### config.mk
export PLATFORM = sky130hd
export DESIGN_NAME = sync_fifo
export DESIGN_NICKNAME = d
export VERILOG_FILES = /design/src/rtl/sync_fifo.sv
export SDC_FILE = /design/constraint.sdc
export NUM_CORES = 1
export LEC_CHECK = 0
export BUFFER_PORTS_ARGS = -buffer_cell sky130_fd_sc_hd__buf_2
export CAP_MARGIN = 20
export CELL_PAD_IN_SITES_DETAIL_PLACEMENT = 1
export CELL_PAD_IN_SITES_GLOBAL_PLACEMENT = 1
export CORE_ASPECT_RATIO = 1.2
export CORE_MARGIN = 5
export CORE_UTILIZATION = 45
export CTS_CLUSTER_SIZE = 16
export DETAILED_ROUTE_END_ITERATION = 7
export HOLD_SLACK_MARGIN = 0.06
export PLACE_DENSITY = 0.68
export SLEW_MARGIN = 30
export SYNTH_ARGS = -nofsm -noshare
export SYNTH_HDL_FRONTEND = slang
export SYNTH_SLANG_ARGS = --single-unit
### constraint.sdc
create_clock -name clk -period 4.5 [get_ports clk]
set_clock_uncertainty 0.05 [all_clocks]
set_input_delay 0.9 -clock clk [delete_from_list [all_inputs] [get_ports clk]]
set_output_delay 0.9 -clock clk [all_outputs]
set_load 0.005 [all_outputs]
### src/rtl/sync_fifo.sv
// ---------------------------------------------------------------------------
// sync_fifo
//   Single-clock parametrised FIFO used as elastic buffering between DSP
//   pipeline stages. It has programmable almost-full and almost-empty
//   thresholds, an occupancy count, an optional first-word-fall-through
//   (FWFT) read mode, a synchronous flush, and one-cycle error pulses for
//   overflow and underflow.
//
// Parameters
//   DW         data width in bits (>= 1)
//   DEPTH      number of storage entries; a power of 2, >= 2
//   AW         address width, derived from DEPTH; do not override
//   AF_THRESH  o_afull is high when count >= AF_THRESH (1..DEPTH)
//   AE_THRESH  o_aempty is high when count <= AE_THRESH (0..DEPTH-1)
//   FWFT       0: o_rdata updates one cycle after an accepted read
//              1: o_rdata always shows the head word; i_rd pops it
//
// Ports
//   clk          clock; all state changes on the rising edge
//   rst_n        asynchronous active-low reset
//   i_clr        synchronous flush (active high); overrides i_wr and i_rd
//   i_wr/i_wdata write request and write data
//   i_rd         read request (in FWFT mode, acknowledges o_rdata)
//   o_rdata      read data
//   o_full       count == DEPTH
//   o_afull      count >= AF_THRESH
//   o_empty      count == 0
//   o_aempty     count <= AE_THRESH
//   o_count      occupancy, 0..DEPTH
//   o_overflow   one-cycle pulse: a write was attempted while full
//   o_underflow  one-cycle pulse: a read was attempted while empty
// ---------------------------------------------------------------------------
module sync_fifo #(
  parameter int DW        = 24,
  parameter int DEPTH     = 16,
  parameter int AW        = $clog2(DEPTH),
  parameter int AF_THRESH = 12,
  parameter int AE_THRESH = 4,
  parameter int FWFT      = 0
) (
  input  logic          clk,
  input  logic          rst_n,
  input  logic          i_clr,
  input  logic          i_wr,
  input  logic [DW-1:0] i_wdata,
  output logic          o_full,
  output logic          o_afull,
  input  logic          i_rd,
  output logic [DW-1:0] o_rdata,
  output logic          o_empty,
  output logic          o_aempty,
  output logic [AW:0]   o_count,
  output logic          o_overflow,
  output logic          o_underflow
);

  // Elaboration-time parameter checks
  if (DW < 1) begin : g_bad_dw
    $error("sync_fifo: DW must be >= 1");
  end
  if ((DEPTH < 2) || ((DEPTH & (DEPTH - 1)) != 0)) begin : g_bad_depth
    $error("sync_fifo: DEPTH must be a power of 2 and >= 2");
  end
  if ((AF_THRESH < 1) || (AF_THRESH > DEPTH)) begin : g_bad_af
    $error("sync_fifo: AF_THRESH must be in 1..DEPTH");
  end
  if ((AE_THRESH < 0) || (AE_THRESH > DEPTH - 1)) begin : g_bad_ae
    $error("sync_fifo: AE_THRESH must be in 0..DEPTH-1");
  end

  localparam logic [AW:0] DEPTH_C = (AW + 1)'(DEPTH);
  localparam logic [AW:0] AF_C    = (AW + 1)'(AF_THRESH);
  localparam logic [AW:0] AE_C    = (AW + 1)'(AE_THRESH);
  localparam logic [AW:0] ONE_C   = (AW + 1)'(1);

  logic [DW-1:0] mem [DEPTH];

  logic [AW:0]   wr_ptr_q, wr_ptr_d;
  logic [AW:0]   rd_ptr_q, rd_ptr_d;
  logic [AW:0]   count_q, count_d;
  logic          overflow_q, overflow_d;
  logic          underflow_q, underflow_d;

  logic [AW-1:0] wr_addr, rd_addr;
  logic          full, empty;
  logic          wr_ok, rd_ok;

  assign wr_addr = wr_ptr_q[AW-1:0];
  assign rd_addr = rd_ptr_q[AW-1:0];

  // The flags are decoded straight from the registered count. That way they
  // never lag the count and they take their reset values as soon as the
  // count is reset.
  assign full  = (count_q == DEPTH_C);
  assign empty = (count_q == '0);

  assign o_full      = full;
  assign o_empty     = empty;
  assign o_afull     = (count_q >= AF_C);
  assign o_aempty    = (count_q <= AE_C);
  assign o_count     = count_q;
  assign o_overflow  = overflow_q;
  assign o_underflow = underflow_q;

  // Flush wins over both requests and suppresses the error pulses.
  assign wr_ok = i_wr & ~full  & ~i_clr;
  assign rd_ok = i_rd & ~empty & ~i_clr;

  always_comb begin
    wr_ptr_d    = wr_ptr_q;
    rd_ptr_d    = rd_ptr_q;
    count_d     = count_q;
    overflow_d  = i_wr & full  & ~i_clr;
    underflow_d = i_rd & empty & ~i_clr;
    if (i_clr) begin
      wr_ptr_d = '0;
      rd_ptr_d = '0;
      count_d  = '0;
    end else begin
      if (wr_ok) wr_ptr_d = wr_ptr_q + ONE_C;
      if (rd_ok) rd_ptr_d = rd_ptr_q + ONE_C;
      case ({wr_ok, rd_ok})
        2'b10:   count_d = count_q + ONE_C;
        2'b01:   count_d = count_q - ONE_C;
        default: count_d = count_q;
      endcase
    end
  end

  always_ff @(posedge clk or negedge rst_n) begin
    if (!rst_n) begin
      wr_ptr_q    <= '0;
      rd_ptr_q    <= '0;
      count_q     <= '0;
      overflow_q  <= 1'b0;
      underflow_q <= 1'b0;
    end else begin
      wr_ptr_q    <= wr_ptr_d;
      rd_ptr_q    <= rd_ptr_d;
      count_q     <= count_d;
      overflow_q  <= overflow_d;
      underflow_q <= underflow_d;
    end
  end

  // Storage array. It is not reset, so its contents are only meaningful
  // for entries between the read and write pointers.
  always_ff @(posedge clk) begin
    if (wr_ok) mem[wr_addr] <= i_wdata;
  end

  if (FWFT == 0) begin : g_std_read
    logic [DW-1:0] rdata_q, rdata_d;

    // Registered read. The value holds between accepted reads and across
    // a flush.
    always_comb begin
      rdata_d = rdata_q;
      if (rd_ok) rdata_d = mem[rd_addr];
    end

    always_ff @(posedge clk or negedge rst_n) begin
      if (!rst_n) rdata_q <= '0;
      else        rdata_q <= rdata_d;
    end

    assign o_rdata = rdata_q;
  end else begin : g_fwft_read
    // The head word is shown continuously. The output is forced to zero
    // while empty so that it reads as zero after a reset or flush, and
    // never shows stale array contents.
    assign o_rdata = empty ? '0 : mem[rd_addr];
  end

endmodule

==> reports/metrics.cfg <==
[cts]
ctsLongestPathBuffers = 3
cts_made_buffers = 41
clk_latency_ns = 0.54
path_clk_slew_ns = 0.06
post_cts_buffers = 0
h-tree-depth = 2
cts.root.buffer_cell = clkbuf_16
cts_hold_buf = 0
cts_num_sinks = 423
tritoncts = yes
cts_resized = 0

[worst_setup_path]
crit_path_max_fanout = 14
max_stage_delay_ns = 0.58
crit_required_ns = 4.67
critPathTopFamily = simple AND/OR/NAND/NOR gates
r2r_slack_ns = 1.46
path_buf_inv = 1
path_class = flop to flop
reg2regPathDepth = 6
crit_path_end_kind = flop
crit_arrival_ns = 3.21
slowest_stage = dfrtp_1
crit_chain = nor4_1 -> a21boi_1 -> and2_1 -> nand2_1 -> nor2_2 -> buf_4
cp_num_cells = 6
cp-start-kind = flop

[power]
combPwrFrac = 0.174
power.internal_mw = 7.46
clockPowerShare = 0.349
power.total_mw = 9.92
p_seq_frac = 0.478
p_leak_nw = 6.03
swShare = 0.248
p_sw_mw = 2.46
pwr_density_cell_mw_per_mm2 = 531
ir_worst_vdd_mv = 0.257

[place]
port_buffers = 63
placed_area_mm2 = 0.0173
dp_cells = 1232
place_congestion = 0.846
hpwl_um = 22500

[synthesis]
synthArstFlopShare = 0.0922
seq_area_frac_synth = 0.765
yosys.area.top_type = edfxtp_1
synth_cell_types = 39
synth_fp_nets = 748
netlist_instances = 712
synth-edff-count = 384
ys_top_cells_by_area = edfxtp_1 (71%), mux4_2 (17%), dfrtp_1 (6.0%)
syn_area_mm2 = 0.0163
synth-main-ff-cell = edfxtp_1
synth_common_cells = edfxtp_1 (384), mux4_2 (120), dfrtp_1 (39)
synth_area_per_cell_um2 = 22.9
post-synth-top-count-cell = edfxtp_1
ys_ff_latch = 423
synth_top_area_share = 0.706
ys_warn_count = 0

[timing]
slew_violations = 0
clock.fmax_ghz = 0.329
setup_viol = 0
relSlewSlack = 0.386
setup_tns_ns = 0
rsz0062_at_grt = false
hold_viol = 0
worst_pin_slew_ns = 0.922
timing.final.crit_share = 0.675
layout_min_cycle_time_ns = 3.04

[finish]
multi_input_area_mm2 = 0.00366
post-route-cell-area_mm2 = 0.0187
fin_cells = 1305
n_antenna_cell = 0
fin_nets = 843
seq_area_mm2 = 0.0125
layout-area-overhead-vs-synth_pct = 14.3
nFillCells = 3156
final_layout_size_suffix_gt1_frac = 0.382

[routing]
num_vias = 7549
drcViolationCount = 0
drt_iter0_markers = 735
routed_wl_um = 37300
routedWlPerCell_um = 28.6
vias_per_cell = 5.78
detail-route-antenna-nets = 0
drt-pass1-iter-count = 4

[floorplanning]
die_w_um = 184
die_area_mm2 = 0.0402
design.core.area_mm2 = 0.0359
die_h_um = 219
rows = 76
ios = 64
start_util = 0.455

[global_routing]
grt_first_pass_wirelength_um = 56100
antenna_found_initial = 1
track_usage = 0.190
grt.overflow.total = 0
grt_pass1_vias = 8284
grt_max_degree = 55

[hold_path]
hold_path_class = input port to async pin

[flow_run]
maxCapViolCount = 0

[status]
status = finished, final reports clean

area by class of cell:
| class | instances | share of cell area |
|---|---|---|
| flip-flops and latches | 423 | 0.670 |
| multi-input cells | 246 | 0.196 |
| clock buffers | 50 | 0.0573 |
| well taps | 468 | 0.0314 |
| repair buffers | 90 | 0.0292 |
| clock inverters | 23 | 0.0145 |
| inverters | 5 | 0.00101 |
power groups by stage:
stage | clock network [mW] | logic (mW) | registers (mW)
CTS | 3.54 | 1.76 | 4.74
global placement | 0 | 1.69 | 4.80
floorplan | 0 | 1.29 | 4.66
global route | 3.73 | 1.85 | 4.77
finish | 3.46 | 1.72 | 4.74
detailed placement | 0 | 1.74 | 4.82
layout by cell type (no fill, tap or decap), drive strengths merged:
cell type  instances
o221a              1
clkinvlp           2
mux2i              3
o41ai              1
and2               1
nor2              25
nand2b             4
a21o               1
nor4               1
ha                 7
mux2              24
clkbuf            50
xor2               5
mux4             120
or2                1
and3               3
nand3b             1
or3                3
edfxtp           384
nor3b              1
o21a               1
clkinv            15
o31ai              1
a21boi             2
nor3               6
o21ai              3
dfrtp             39
nand4              2
a31oi              1
a21oi              7
inv                5
o2111ai            1
nand3              1
xnor2              3
nand2             14
bufinv             6
o211ai             1
or4                1
buf               90
flip-flops by register name, indices dropped and copies added, names as in the netlist:
name         flops
rd_ptr_q         4
o_count          5
o_rdata         24
o_underflow      1
o_overflow       1
mem            384
wr_ptr_q         4
path summary, 6_finish.rpt:
path                                           end                   start
min in group clk            o_rdata[0]$_DFFE_PN0P_  o_rdata[0]$_DFFE_PN0P_
min reg2reg                 o_rdata[0]$_DFFE_PN0P_  o_rdata[0]$_DFFE_PN0P_
max                           mem[4][14]$_DFFE_PP_  o_count[2]$_DFFE_PN0P_
min                           o_overflow$_DFF_PN0_                   rst_n
max reg2reg                   mem[4][14]$_DFFE_PP_  o_count[2]$_DFFE_PN0P_
max in group asynchronous  rd_ptr_q[0]$_DFFE_PN0P_                   rst_n
through the flow:
stage                      util  hold WS, ns  setup WS, ns
final                     0.520        0.331          1.46
after global routing      0.520        0.359          1.29
after CTS                 0.520        0.344          1.47
after detailed placement  0.482        0.440          1.11
after global placement    0.482        0.433          1.25
after floorplan               -        0.454         0.544
layer usage:
metal / up-vias / GRT usage / routed length [µm]
met5: - / 0 / 0
met3: 42 / 0.0336 / 2150
met2: 244 / 0.306 / 18500
met1: 4103 / 0.275 / 16000
li1: 3160 / - / -
met4: 0 / 0.0439 / 626
cells by family after synthesis:
group | Yosys count | synth area share
flip-flops | 423 | 0.765
multiplexers | 147 | 0.184
AND/OR/NAND/NOR | 64 | 0.0185
buffers and inverters | 43 | 0.0133
AO/OA/AOI/OAI | 20 | 0.00934
XOR/XNOR | 8 | 0.00429
adder cells (fa/ha/maj) | 7 | 0.00536
(Power assumes the default switching activity.)
